==> config.mk <==
export PLATFORM = sky130hd
export DESIGN_NAME = a0_uart_tx
export DESIGN_NICKNAME = d
export VERILOG_FILES = /design/src/rtl/types_pkg.sv /design/src/rtl/a0_fifo.sv /design/src/rtl/a0_uart_tx.sv
export SDC_FILE = /design/constraint.sdc
export NUM_CORES = 1
export LEC_CHECK = 0
export BUFFER_PORTS_ARGS = -buffer_cell sky130_fd_sc_hd__buf_2
export CORE_ASPECT_RATIO = 0.7
export CORE_MARGIN = 2
export CORE_UTILIZATION = 43
export CTS_BUF_LIST = sky130_fd_sc_hd__clkbuf_4 sky130_fd_sc_hd__clkbuf_8
export DETAILED_ROUTE_END_ITERATION = 16
export GPL_ROUTABILITY_DRIVEN = 0
export PLACE_DENSITY = 0.64
export SETUP_SLACK_MARGIN = 0.05
export SYNTH_ARGS = -nofsm -noshare
export SYNTH_HDL_FRONTEND = slang
export SYNTH_SLANG_ARGS = --single-unit
export TNS_END_PERCENT = 20
==> constraint.sdc <==
create_clock -name clk -period 3.3 [get_ports clk]
set_input_delay 0.495 -clock clk [delete_from_list [all_inputs] [get_ports clk]]
set_output_delay 0.495 -clock clk [all_outputs]
set_load 0.02 [all_outputs]
==> src/rtl/types_pkg.sv <==
`default_nettype none
// ============================================================================
// types_pkg : shared bus width, UART framing constants and TX state encoding
// Revision  : 1.0
// ============================================================================
package types_pkg;

  localparam int DATA_BUS        = 32;
  localparam int UART_FRAME_BITS = 10;

  typedef enum logic [1:0] {
    IDLE  = 2'd0,
    START = 2'd1,
    DATA  = 2'd2,
    STOP  = 2'd3
  } uart_state;

endpackage
`default_nettype wire

==> src/rtl/a0_fifo.sv <==
`default_nettype none
// ============================================================================
// a0_fifo : synchronous circular-buffer FIFO of DATA_BUS-wide words
// Revision  : 1.0
// ============================================================================
module a0_fifo
  import types_pkg::*;
#(
  parameter int DEPTH = 4
) (
  input  logic                      clk,
  input  logic                      rst,
  input  logic                      push,
  input  logic                      pop,
  input  logic [DATA_BUS-1:0]       din,
  output logic [DATA_BUS-1:0]       dout,
  output logic                      full,
  output logic                      empty,
  output logic [$clog2(DEPTH):0]    level
);

  localparam int                c_ptr_w = $clog2(DEPTH);
  localparam int                c_lvl_w = c_ptr_w + 1;
  localparam logic [c_lvl_w-1:0] c_full  = c_lvl_w'(DEPTH);

  logic [DATA_BUS-1:0] r_mem [DEPTH];
  logic [c_ptr_w-1:0]  r_wr_ptr;
  logic [c_ptr_w-1:0]  r_rd_ptr;
  logic [c_lvl_w-1:0]  r_level;

  logic w_wr_en;
  logic w_rd_en;

  // A pop in the same cycle frees the slot, so a push into a full FIFO still lands.
  assign w_wr_en = push && (!full || pop);
  assign w_rd_en = pop && !empty;

  always_ff @(posedge clk) begin
    if (w_wr_en) r_mem[r_wr_ptr] <= din;
  end

  always_ff @(posedge clk) begin
    if (!rst) begin
      r_wr_ptr <= '0;
      r_rd_ptr <= '0;
      r_level  <= '0;
    end else begin
      if (w_wr_en) r_wr_ptr <= r_wr_ptr + c_ptr_w'(1);
      if (w_rd_en) r_rd_ptr <= r_rd_ptr + c_ptr_w'(1);
      case ({w_wr_en, w_rd_en})
        2'b10:   r_level <= r_level + c_lvl_w'(1);
        2'b01:   r_level <= r_level - c_lvl_w'(1);
        default: r_level <= r_level;
      endcase
    end
  end

  assign dout  = r_mem[r_rd_ptr];
  assign full  = (r_level == c_full);
  assign empty = (r_level == '0);
  assign level = r_level;

endmodule
`default_nettype wire

==> src/rtl/a0_uart_tx.sv <==
`default_nettype none
// ============================================================================
// a0_uart_tx : queues every change of a0 and sends it as four 8N1 UART bytes
// Revision  : 1.0
// ============================================================================
module a0_uart_tx
  import types_pkg::*;
#(
  parameter int CLKS_PER_BIT = 16,
  parameter int FIFO_DEPTH   = 4
) (
  input  logic                         clk,
  input  logic                         rst,
  input  logic [DATA_BUS-1:0]          a0,
  input  logic                         en,
  output logic                         tx,
  output logic                         busy,
  output logic [$clog2(FIFO_DEPTH):0]  level,
  output logic                         overflow
);

  localparam int                 c_baud_w    = $clog2(CLKS_PER_BIT);
  localparam logic [c_baud_w-1:0] c_baud_last = c_baud_w'(CLKS_PER_BIT - 1);
  localparam logic [2:0]          c_last_bit  = 3'(UART_FRAME_BITS - 3);
  localparam logic [1:0]          c_last_byte = 2'(DATA_BUS / 8 - 1);

  uart_state             r_state;
  logic [DATA_BUS-1:0]   r_prev_a0;
  logic [DATA_BUS-1:0]   r_shift;
  logic [1:0]            r_byte_idx;
  logic [2:0]            r_bit_cnt;
  logic [c_baud_w-1:0]   r_baud;
  logic                  r_tx;
  logic                  r_overflow;

  logic                  w_push_req;
  logic                  w_pop;
  logic                  w_full;
  logic                  w_empty;
  logic [DATA_BUS-1:0]   w_head;
  logic [$clog2(FIFO_DEPTH):0] w_level;

  assign w_push_req = en && (a0 != r_prev_a0);
  assign w_pop      = (r_state == IDLE) && !w_empty;

  a0_fifo #(
    .DEPTH (FIFO_DEPTH)
  ) u_fifo (
    .clk   (clk),
    .rst   (rst),
    .push  (w_push_req),
    .pop   (w_pop),
    .din   (a0),
    .dout  (w_head),
    .full  (w_full),
    .empty (w_empty),
    .level (w_level)
  );

  // prev_a0 tracks a0 even while capture is disabled, so re-enabling never replays a stale change.
  always_ff @(posedge clk) begin
    if (!rst) begin
      r_prev_a0  <= '0;
      r_overflow <= 1'b0;
    end else begin
      r_prev_a0 <= a0;
      if (w_push_req && w_full && !w_pop) r_overflow <= 1'b1;
    end
  end

  always_ff @(posedge clk) begin
    if (!rst) begin
      r_state    <= IDLE;
      r_tx       <= 1'b1;
      r_shift    <= '0;
      r_byte_idx <= '0;
      r_bit_cnt  <= '0;
      r_baud     <= '0;
    end else begin
      case (r_state)
        IDLE: begin
          r_tx <= 1'b1;
          if (w_pop) begin
            r_shift    <= w_head;
            r_byte_idx <= '0;
            r_baud     <= '0;
            r_tx       <= 1'b0;
            r_state    <= START;
          end
        end
        START: begin
          if (r_baud == c_baud_last) begin
            r_baud    <= '0;
            r_bit_cnt <= '0;
            r_tx      <= r_shift[0];
            r_state   <= DATA;
          end else begin
            r_baud <= r_baud + c_baud_w'(1);
          end
        end
        DATA: begin
          if (r_baud == c_baud_last) begin
            r_baud  <= '0;
            r_shift <= r_shift >> 1;
            if (r_bit_cnt == c_last_bit) begin
              r_tx    <= 1'b1;
              r_state <= STOP;
            end else begin
              r_bit_cnt <= r_bit_cnt + 3'd1;
              r_tx      <= r_shift[1];
            end
          end else begin
            r_baud <= r_baud + c_baud_w'(1);
          end
        end
        STOP: begin
          if (r_baud == c_baud_last) begin
            r_baud <= '0;
            // After eight shifts the next byte already sits in the low bits.
            if (r_byte_idx != c_last_byte) begin
              r_byte_idx <= r_byte_idx + 2'd1;
              r_tx       <= 1'b0;
              r_state    <= START;
            end else begin
              r_tx    <= 1'b1;
              r_state <= IDLE;
            end
          end else begin
            r_baud <= r_baud + c_baud_w'(1);
          end
        end
        default: begin
          r_tx    <= 1'b1;
          r_state <= IDLE;
        end
      endcase
    end
  end

  assign tx       = r_tx;
  assign busy     = (r_state != IDLE) || (w_level != '0);
  assign level    = w_level;
  assign overflow = r_overflow;

endmodule
`default_nettype wire
==> results.json, run 1 <==
{
  "outcome": "finished, final reports clean",
  "synth_top_area_share_pct": 44.81,
  "max_slew_margin_pct": 51.21,
  "synthAdderAreaFrac_pct": 2.275,
  "cp.arrival_ps": 3460,
  "crit_fanout": 7,
  "p_switching_mw": 2.374,
  "leakage_nw": 3.646,
  "synth_top_cell_by_area": "edfxtp_1",
  "synth_async_sr_flop_share_pct": 0,
  "switching_share_pct": 31.17,
  "ys_top_cells_by_count": "edfxtp_1, dfxtp_1, nand2_1",
  "worst_slew_pin_slew_ps": 731.8,
  "crit_type": "flop to flop",
  "drive_gt1_share_pct": 22.38,
  "cp_slowest_stage_delay_ps": 630,
  "io_pins": 41,
  "grt_usage_pct": 16.70,
  "grt_pass1_wl_microns": 27310,
  "dr_total_vias": 4604,
  "synth_enable_flop_cells": 128,
  "cts_buffer_depth": 3,
  "die_w_microns": 172.8,
  "place_inst": 853,
  "hold_path_class": "primary input to flop",
  "yosys.area_share.simple_pct": 7.862,
  "cp.required_ps": 3780,
  "path_cells": "xnor2_1 -> nand4_1 -> nor4_1 -> a21oi_2 -> inv_1 -> ha_1 -> inv_1 -> fa_1 -> xor2_1 -> or3_1 -> a21boi_0",
  "max-cap-violations": 0,
  "hpwlAfterDp_microns": 10640,
  "grt_pass1_vias": 4815,
  "drtIter0Drc": 368,
  "yosysWarnings": 0,
  "htreeDepth": 1,
  "synth_ff_type": "edfxtp_1",
  "hold_depth": 1,
  "synth_compound_area_share_pct": 5.776,
  "wl_per_cell_microns": 18.79,
  "synthCells": 555,
  "yosysSeqAreaShare_pct": 64.88,
  "synthXorXnorAreaFrac_pct": 3.778,
  "cts_setup_buffers": 0,
  "grt_setup_unrepaired": "false",
  "finalPower_mw": 7.617,
  "worstSkewPairLatency_ps": 570,
  "clkPwrFrac_pct": 27.6,
  "cp_slowest_cell": "nor4_1",
  "r2r_end": "u_fifo.level[2]",
  "cts-resized-gates": 0,
  "start_kind": "flop",
  "dieArea_sq_mm": 0.02111,
  "path_common_cell": "inv_1",
  "synth_nets": 605,
  "final_antenna_net_count": 0,
  "syn_avg_cell_area_sq_um": 15.46,
  "die_y_microns": 122.2,
  "drv_slew": 0,
  "finalSetupViolations": 0,
  "drt-vias-per-instance": 5.059,
  "fmax_ghz": 0.3359,
  "yosys.cell_count.top_type": "edfxtp_1",
  "ys_seq_elements": 214,
  "min_period_over_period_pct": 90.23,
  "min_period_ps": 2977,
  "setup-tns-final_ps": 0,
  "synth_area_sq_mm": 0.008578,
  "layout.nets": 665,
  "powerDensity_mw_per_mm2": 784.4,
  "cts_root_buf": "clkbuf_8",
  "final_util_pct": 49.31,
  "cts_tree": "done",
  "antenna_found_initial": 2,
  "combPwrFrac_pct": 28.8,
  "core-area_sq_mm": 0.01969,
  "drc": 0,
  "worstHoldEndpoint": "u_fifo.r_mem[2][24]",
  "pre_cts_ws_ps": 1.446,
  "vdd_drop_max_mv": 0.5749,
  "rows": 43,
  "synthToLayoutAreaGrowth_pct": 13.20,
  "cts_made_buffers": 30,
  "clock-sinks": 214,
  "r2r_cells": 11,
  "ys_types": 45,
  "initial_core_util_pct": 43.56,
  "yosys-mux-area-fraction_pct": 12.75,
  "cts_hold_buf": 0,
  "grt_max_degree": 55,
  "min-delay-start": "a0[24]",
  "finClkSkew_ps": 20.84,
  "synth.area.top_cells": "edfxtp_1, dfxtp_1, mux4_2",
  "synth_top_family_by_area": "multiplexers",
  "grt_overflow": 0,
  "end_kind": "flop",
  "drt_wl_total_microns": 17100,
  "clk_pin_slew_ps": 70,
  "io_buffers": 40,
  "instances_no_fill": 910,
  "firstDrtPassIters": 5,
  "setup_ws_ps": 322.5,
  "reg2reg_from": "r_prev_a0[4]",
  "p_seq_share_pct": 43.6,
  "hold_violations": 0,
  "reg2reg_slack_ps": 320,
  "internal_power_mw": 5.243
}
routing by layer:
metal  up-vias  track usage (%)  part of all wire [%]
met3        31            3.870                   6.2
met1      2290            23.32                    47
met2        99            26.58                    45
li1       2184                -                     -
met4         0            4.290                   2.1
met5         -                0                     0
layout by cell type, fill, tap and decap left out, drive strengths merged, types with 3 or more instances in the layout:
cell    instances
nand2b          7
clkinv          9
buf            54
o211a          31
and2           41
mux4           32
nor2b           5
nand4          10
dfxtp          86
nand3           7
a21oi           3
clkbuf         46
inv            13
a21boi          6
o21ai           5
xnor2          36
edfxtp        128
ha             14
nand2          48
mux2i          35
metrics by stage:
step                cell area, sq um  hold WS (ps)
finish                          9711         177.3
global route                    9708         167.2
CTS                             9708         150.3
detailed placement              9077         463.4
global placement                9077         455.5
floorplan                       8578         432.3
cell families after synthesis:
| logic type | Yosys count |
|---|---|
| fa+ha+maj | 15 |
| buf+inv | 38 |
| flops | 214 |
| simple gates | 127 |
| mux | 68 |
| xor+xnor | 37 |
| compound gates | 56 |
state kept, by name, indices dropped and copies added, names as in the netlist, named ones only:
signal           flops
u_fifo.r_mem       128
r_prev_a0           32
r_shift             32
r_baud               4
r_bit_cnt            3
u_fifo.level         3
r_byte_idx           2
r_state              2
u_fifo.r_rd_ptr      2
u_fifo.r_wr_ptr      2
overflow             1
tx                   1
how the worst max path moves through the flow:
stage,start,endpoint,slack (ps),cells past startpoint
after floorplan,a0[20],u_fifo.level[2],730,11
after global placement,a0[20],u_fifo.level[2],70,12
after detailed placement,a0[20],u_fifo.level[2],1,12
after CTS,r_prev_a0[20],u_fifo.level[2],310,11
after global routing,r_prev_a0[20],u_fifo.level[2],60,11
final,r_prev_a0[4],u_fifo.level[2],320,11
final cells by class:
type	count	area, sq um
sequential	214	5567
inverter	12	45.04
clock inverter	10	47.55
tap	270	337.8
fill	1699	9981
timing repair buffer	54	342.8
clock buffer	46	583.1
antenna	1	2.502
multi-input combinational	303	2785
critical path, delay by kind of cell (launching register included):
family / cells / cell delay [ps]
compound gates: 2 / 390
xor+xnor: 2 / 330
simple gates: 3 / 1130
buf+inv: 2 / 180
fa+ha+maj: 2 / 550
flops: 1 / 310
power by group through the flow:
stage	Clock, mW	Combinational (mW)	Sequential (mW)
4_1_cts	2.15	2.22	3.32
3_5_place_dp	0	2.21	3.38
3_3_place_gp	0	2.14	3.36
2_1_floorplan	0	1.73	3.36
6_report	2.10	2.19	3.32
5_1_grt	2.28	2.43	3.36
Power figures use the tool's default switching activity.
==> run 2: changes to the inputs <==
--- a/config.mk
+++ b/config.mk
@@ -13,7 +13,9 @@
 export DETAILED_ROUTE_END_ITERATION = 16
 export GPL_ROUTABILITY_DRIVEN = 0
 export PLACE_DENSITY = 0.64
+export REMOVE_ABC_BUFFERS = 1
 export SETUP_SLACK_MARGIN = 0.05
+export SLEW_MARGIN = 20
 export SYNTH_ARGS = -nofsm -noshare
 export SYNTH_HDL_FRONTEND = slang
 export SYNTH_SLANG_ARGS = --single-unit
==> run 2 against run 1 <==
Clock skew fell by 6.9 ps. Clock-buffer cell count rose by 6. Total power is 3.1% higher. Sequential power hardly changed. Combinational power barely moved. Global-route usage is 0.21 points lower. Critical path type unchanged.
==> results.json, run 2 (synthesis gave the netlist of run 1 again) <==
{
  "firstDrtPassIters": 4,
  "drt_wl_total_microns": 16970,
  "drive_gt1_share_pct": 23.34,
  "cp.required_ps": 3730,
  "p_switching_mw": 2.398,
  "hold_path_class": "primary input to flop",
  "setup_ws_ps": 550.5,
  "pre_cts_ws_ps": 314.8,
  "start_kind": "flop",
  "die_y_microns": 122.2,
  "cts_setup_buffers": 0,
  "worst_slew_pin_slew_ps": 562.4,
  "largest_register_ffs": 128,
  "drt-vias-per-instance": 5.126,
  "finClkSkew_ps": 13.97,
  "end_kind": "flop",
  "leakage_nw": 3.695,
  "wl_per_cell_microns": 18.51,
  "final_cell_mix": "edfxtp_1, dfxtp_1, nand2_1",
  "grt_pass1_wl_microns": 26720,
  "drv_slew": 0,
  "crit_fanout": 7,
  "min_period_ps": 2749,
  "combPwrFrac_pct": 28.0,
  "grt_max_degree": 64,
  "clk_pin_slew_ps": 60,
  "cts_tree": "done",
  "antenna_found_initial": 0,
  "crit_type": "flop to flop",
  "cts-resized-gates": 0,
  "hold_violations": 0,
  "synthToLayoutAreaGrowth_pct": 14.32,
  "grt_pass1_vias": 4862,
  "cts_made_buffers": 34,
  "max_slew_margin_pct": 62.50,
  "core-area_sq_mm": 0.01969,
  "hpwlAfterDp_microns": 10470,
  "htreeDepth": 2,
  "cts_buffer_depth": 3,
  "rows": 43,
  "min_period_over_period_pct": 83.32,
  "internal_power_mw": 5.453,
  "regMostFlops": "u_fifo.r_mem",
  "diodes": 0,
  "top_layer_used": "met4",
  "drtIter0Drc": 387,
  "place_inst": 856,
  "initial_core_util_pct": 43.56,
  "vdd_drop_max_mv": 0.5631,
  "outcome": "finished, final reports clean",
  "powerDensity_mw_per_mm2": 800.6,
  "clkPwrFrac_pct": 29.4,
  "io_buffers": 40,
  "worstSkewPairLatency_ps": 510,
  "grt_setup_unrepaired": "false",
  "clock-sinks": 214,
  "cts_root_buf": "clkbuf_8",
  "drc": 0,
  "cp.arrival_ps": 3180,
  "layout.nets": 672,
  "final_common_cell": "edfxtp_1",
  "final_antenna_net_count": 0,
  "drt-met1-wl_microns": 8065,
  "reg_top3": "u_fifo.r_mem: 128 flops, r_prev_a0: 32 flops, r_shift: 32 flops",
  "fmax_ghz": 0.3637,
  "switching_share_pct": 30.54,
  "io_pins": 41,
  "finalPower_mw": 7.852,
  "finalSetupViolations": 0,
  "grt_usage_pct": 16.49,
  "instances_no_fill": 917,
  "wl_met2_microns": 7619,
  "dr_wl_met3_microns": 981,
  "grt_overflow": 0,
  "dieArea_sq_mm": 0.02111,
  "die_w_microns": 172.8,
  "p_seq_share_pct": 42.5,
  "cts_hold_buf": 0,
  "dr_total_vias": 4701,
  "max-cap-violations": 0
}
-- run 2: cell count changes in the layout (fill, tap and decap cells not counted), sizes merged --
cell	change
clkbuf	+6
buf	+3
clkinv	-2
bufinv	+1
clkinvlp	+1
diode	-1
inv	-1
-- run 2: final timing paths --
| check | from | endpoint | slack [ps] | cells after the start |
|---|---|---|---|---|
| max reg2reg | r_state[1] | u_fifo.level[2] | 550 | 13 |
| min reg2reg | r_baud[3] | r_baud[3] | 480 | 1 |
| max | r_state[1] | u_fifo.level[2] | 550 | 13 |
| min | a0[28] | u_fifo.r_mem[0][28] | 240 | 1 |
-- run 2: cell type report --
class / instances / area [sq um]
multi-input cells: 303 / 2785
clock buffers: 52 / 640.6
fillers: 1713 / 9884
well taps: 270 / 337.8
inverters: 12 / 45.04
repair buffers: 57 / 365.4
clock inverters: 9 / 66.31
flip-flops and latches: 214 / 5567
-- run 2: worst max-delay path, cell delays in order, from the launching register on --
cell	delay (ps)
dfxtp_1	400
inv_1	110
ha_1	300
inv_2	170
nand4_1	170
nand2_1	120
a21oi_2	40
inv_1	80
ha_1	180
inv_1	60
fa_1	380
xor2_1	170
or3_1	310
a21boi_0	180
-- run 2: power by group through the flow --
stage | registers, mW | clock network (mW) | logic (mW)
after floorplan | 3.43 | 0 | 1.51
after global placement | 3.39 | 0 | 2.14
after detailed placement | 3.40 | 0 | 2.21
after CTS | 3.34 | 2.37 | 2.22
after global routing | 3.38 | 2.48 | 2.41
final | 3.34 | 2.31 | 2.20
-- run 2: layer usage --
| metal | up-vias | track usage, % |
|---|---|---|
| met2 | 106 | 26.17 |
| met4 | 0 | 5.244 |
| met3 | 32 | 3.839 |
| met1 | 2369 | 22.69 |
| li1 | 2194 | - |
| met5 | - | 0 |
-- run 2: metrics by stage --
stage                     TNS [ps]  instance area, sq um  hold WS [ps]  utilization [%]
final                            0                  9807         240.1            49.80
after global routing             0                  9807         230.0            49.80
after CTS                        0                  9807         214.7            49.80
after detailed placement         0                  9100         457.6            46.21
after global placement           0                  9100         447.6            46.21
after floorplan             -2.501                  8393         431.6                -
